$ cat src/rtl/iir_deconv.sv
// Streaming inverse of the first-order IIR y[n] = floor(y[n-1]/2) + 4*x[n] (mod 2^YW).
// Optional saturating error counter on port err_cnt when IIR_DECONV_ERRCNT_EN is defined.
module iir_deconv #(
  parameter int YW = 10,
  parameter int XW = 8
) (
  input  logic          clk,
  input  logic          reset,
  input  logic          clear,
  input  logic [YW-1:0] y_in,
  input  logic          in_valid,
  output logic          in_ready,
  output logic [XW-1:0] x_out,
  output logic          err_out,
  output logic          out_valid,
  input  logic          out_ready
`ifdef IIR_DECONV_ERRCNT_EN
  ,
  output logic [7:0]    err_cnt
`endif
);

  function automatic logic [YW-1:0] wrap_sub(input logic [YW-1:0] a, input logic [YW-1:0] b);
    return a - b;
  endfunction

  logic [YW-1:0] y_prev_q, y_prev_d;
  logic [YW-1:0] y_base, resid;
  logic [XW-1:0] x_q, x_d;
  logic          err_q, err_d;
  logic          vld_q, vld_d;
  logic          accept;
  logic          resid_bad;

  assign in_ready  = !vld_q || out_ready;
  assign accept    = in_valid && in_ready;
  assign x_out     = x_q;
  assign err_out   = err_q;
  assign out_valid = vld_q;

  // A clear coinciding with an accept reconstructs against an empty history.
  always_comb begin
    y_base    = clear ? '0 : y_prev_q;
    resid     = wrap_sub(y_in, y_base >> 1);
    resid_bad = |resid[1:0];
    y_prev_d  = y_prev_q;
    x_d       = x_q;
    err_d     = err_q;
    vld_d     = vld_q;
    if (accept) begin
      y_prev_d = y_in;
      x_d      = resid[XW+1:2];
      err_d    = resid_bad;
      vld_d    = 1'b1;
    end else begin
      if (clear)     y_prev_d = '0;
      if (out_ready) vld_d    = 1'b0;
    end
  end

  always_ff @(posedge clk or negedge reset) begin
    if (!reset) begin
      y_prev_q <= '0;
      x_q      <= '0;
      err_q    <= 1'b0;
      vld_q    <= 1'b0;
    end else begin
      y_prev_q <= y_prev_d;
      x_q      <= x_d;
      err_q    <= err_d;
      vld_q    <= vld_d;
    end
  end

`ifdef IIR_DECONV_ERRCNT_EN
  function automatic logic [7:0] sat_inc(input logic [7:0] v);
    return (v == 8'hFF) ? v : v + 8'd1;
  endfunction

  logic [7:0] err_cnt_q, err_cnt_d;

  // Counter survives clear; only reset zeroes it.
  always_comb begin
    err_cnt_d = err_cnt_q;
    if (accept && resid_bad) err_cnt_d = sat_inc(err_cnt_q);
  end

  always_ff @(posedge clk or negedge reset) begin
    if (!reset) err_cnt_q <= '0;
    else        err_cnt_q <= err_cnt_d;
  end

  assign err_cnt = err_cnt_q;
`endif

endmodule

$ cat config.mk
export PLATFORM = sky130hd
export DESIGN_NAME = iir_deconv
export DESIGN_NICKNAME = d
export VERILOG_FILES = /design/src/rtl/iir_deconv.sv
export SDC_FILE = /design/constraint.sdc
export NUM_CORES = 1
export LEC_CHECK = 0
export ABC_AREA = 0
export BUFFER_PORTS_ARGS = -buffer_cell sky130_fd_sc_hd__buf_4
export CORE_AREA = 2 2 48 68
export DETAILED_ROUTE_END_ITERATION = 12
export DIE_AREA = 0 0 50 70
export SETUP_SLACK_MARGIN = 0.1
export SKIP_CTS_REPAIR_TIMING = 1
export SLEW_MARGIN = 10
export SYNTH_ARGS = -nofsm -noshare
export SYNTH_HDL_FRONTEND = slang
export SYNTH_SLANG_ARGS = --single-unit
$ cat constraint.sdc
create_clock -name clk -period 3.2 [get_ports clk]
set_input_delay 0 -clock clk [delete_from_list [all_inputs] [get_ports clk]]
set_output_delay 0 -clock clk [all_outputs]
set_load 0.05 [all_outputs]
==> results.cfg <==
[status]
outcome = finished clean

[final_layout]
utilization_pct = 49.33
final_area_um2 = 1466
area_growth_pct = 33.03
nets = 181
drive_above_1_share_pct = 20.65
diodes = 0
fill_cells = 284
final_cell_mix = buf_4, dfrtp_1, nand2_1
final_common_cell = buf_4

[clocking]
tritoncts = yes
cts_made_buffers = 3
clock_latency_ns = 0.26
clock_path_buffers = 2
clk_root_buffer_cell = clkbuf_8
cts_sinks = 19
htree_levels = 1
clkTransAtPathRegs_ns = 0.07

[synth]
ys_types = 24
ys_ff_latch = 19
synthCells = 121
synth-seq-area-share_pct = 43.13
yosysWarnings = 0
syn_area_um2 = 1102
avgSynthCellArea_um2 = 9.110
syn_nets = 146

[grt]
busiest_layer = met2
met3_usage_pct = 2.137
grt_use_met2_pct = 23.98
grt_start_max_net_pins = 23
gr-total-overflow = 0
grt_pass1_wl_mm = 3.974
antenna_found_initial = 0
first_global_vias = 888
globalRouteMet1Util_pct = 18.61
grt_use_total_pct = 14.58

[die]
die_width_um = 50
fp.dieH_um = 70
die-area_um2 = 3500
fp-row-count = 24
core_area_um2 = 2973
initial_utilization_pct = 37.08
io_pins = 26

[run]
maxCapViolCount = 0

[sta]
fin_crit_sh_pct = 66.15
fmax_ghz = 0.4724
rsz0062_at_grt = no
tightest_slew_ns = 0.6980
setup_viol = 0
maxSlewViolCount = 0
hold_violations = 0
setup_ws_ns = 1.083
slew_headroom_pct = 53.46
min_period_ns = 2.117
skew_ns = 0.004113
fin_tns_setup_ns = 0

[worst_setup_path]
r2r_cells = 9
critPathCaptureType = register
r2r_slack_ns = 1.08
crit_fanout = 3
crit_path_start_kind = register
worstReg2RegEnd = x_out[6]
crit_type = register to register
rr_startpoint = y_prev_q[1]
critPathArrivalTime_ns = 2.31
required_ns = 3.40

[detailed_routing]
num_vias = 958
vias_per_cell = 4.938
post_drt_wl_per_cell_um = 11.99
drtIter0Drc = 15
routed_wl_mm = 2.327
drt_pre_antenna_iters = 4
drc = 0
ant_nets = 0

[hold_path]
min_to = y_prev_q[1]
min_from = y_in[1]
min_path_cells = 2
min_path_type = input port to register

[placed_design]
pre_cts_slack_ns = 1.107
placed_cell_area_um2 = 1320
io_buffers = 25
hpwlAfterDp_mm = 1.745
gp_congestion = 0.7587

[power_and_ir_drop]
p_per_area_nw_per_um2 = 504.1
p_leak_nw = 0.6652
vdd_drop_max_mv = 0.2848
synth_stat cells:
cell type / instances / area (um2)
and2_1: 1 / 6.260
a31oi_1: 3 / 18.77
nand3_1: 4 / 20.02
o2111ai_1: 1 / 8.760
o31a_1: 1 / 8.760
mux2_2: 1 / 11.26
nor2b_1: 2 / 12.51
nand2_1: 18 / 67.56
nor2_1: 4 / 15.01
nand2b_1: 11 / 68.82
a21oi_1: 7 / 35.03
inv_1: 3 / 11.26
or3_1: 1 / 6.260
a21o_1: 2 / 15.01
xnor2_1: 4 / 35.03
fa_1: 1 / 20.02
dfrtp_1: 19 / 475.5
ha_1: 9 / 112.6
o21ai_0: 17 / 85.08
clkbuf_1: 5 / 18.77
nand4_1: 3 / 18.77
a31o_2: 2 / 17.52
xor2_1: 1 / 8.760
nor3_1: 1 / 5.000
registers in the layout (all words and copies together), names as in the netlist:
register,count
y_prev_q,9
err_out,1
x_out,8
out_valid,1
cells by family (layout without fill, tap and decap cells):
logic type      Yosys count  count (layout)  synth area share, %
flops                    19              19                43.13
simple gates             45              45                19.98
compound gates           33              33                17.14
xor+xnor                  5               5                3.973
mux                       1               1                1.021
buf+inv                   8              42                2.724
fa+ha+maj                10              10                12.03
routing by layer:
layer	up-vias	part of all wire [%]
met3	6	3.0
met2	21	53
li1	486	-
met4	0	1.6
met1	445	42
met5	-	0
metrics by stage:
| step | total power [mW] | hold WS (ns) | cells |
|---|---|---|---|
| 2_1_floorplan | 0.4819 | -0.2956 | 121 |
| 3_3_place_gp | 0.5656 | -0.1098 | 180 |
| 3_5_place_dp | 0.5694 | -0.1063 | 180 |
| 4_1_cts | 0.7380 | -0.3840 | 184 |
| 5_1_grt | 0.7850 | 0.02346 | 194 |
| 6_report | 0.7392 | 0.02040 | 194 |
how the worst max path moves through the flow:
stage,startpoint,to,slack [ns],depth (start not counted)
3_5_place_dp,y_prev_q[1],x_out[6],1.11,9
2_1_floorplan,y_prev_q[1],x_out[6],1.25,9
3_3_place_gp,y_prev_q[1],x_out[6],1.19,9
5_1_grt,y_prev_q[1],x_out[6],0.92,9
4_1_cts,y_prev_q[1],x_out[6],1.08,9
6_report,y_prev_q[1],x_out[6],1.08,9
worst max-delay path: stages, from the launching register on:
cell,delay (ns)
dfrtp_1,0.33
nor2b_1,0.16
ha_1,0.19
inv_1,0.05
fa_1,0.39
a21o_1,0.19
a21oi_1,0.20
o21ai_0,0.19
a31o_2,0.29
nand3_1,0.06
power by group:
part / internal (mW) / switching, mW
combinational: 0.102 / 0.180
clock: 0.0865 / 0.0812
sequential: 0.274 / 0.0157
final cells by class:
class / count / area [um2] / share of cell area (%)
multi-input combinational: 94 / 596.8 / 40.70
sequential: 19 / 475.5 / 32.42
timing repair buffer: 35 / 287.8 / 19.62
tap: 39 / 48.80 / 3.328
clock buffer: 3 / 41.29 / 2.816
inverter: 3 / 11.26 / 0.7679
clock inverter: 1 / 5.005 / 0.3413
No activity file was read; power rests on OpenSTA's default activity.
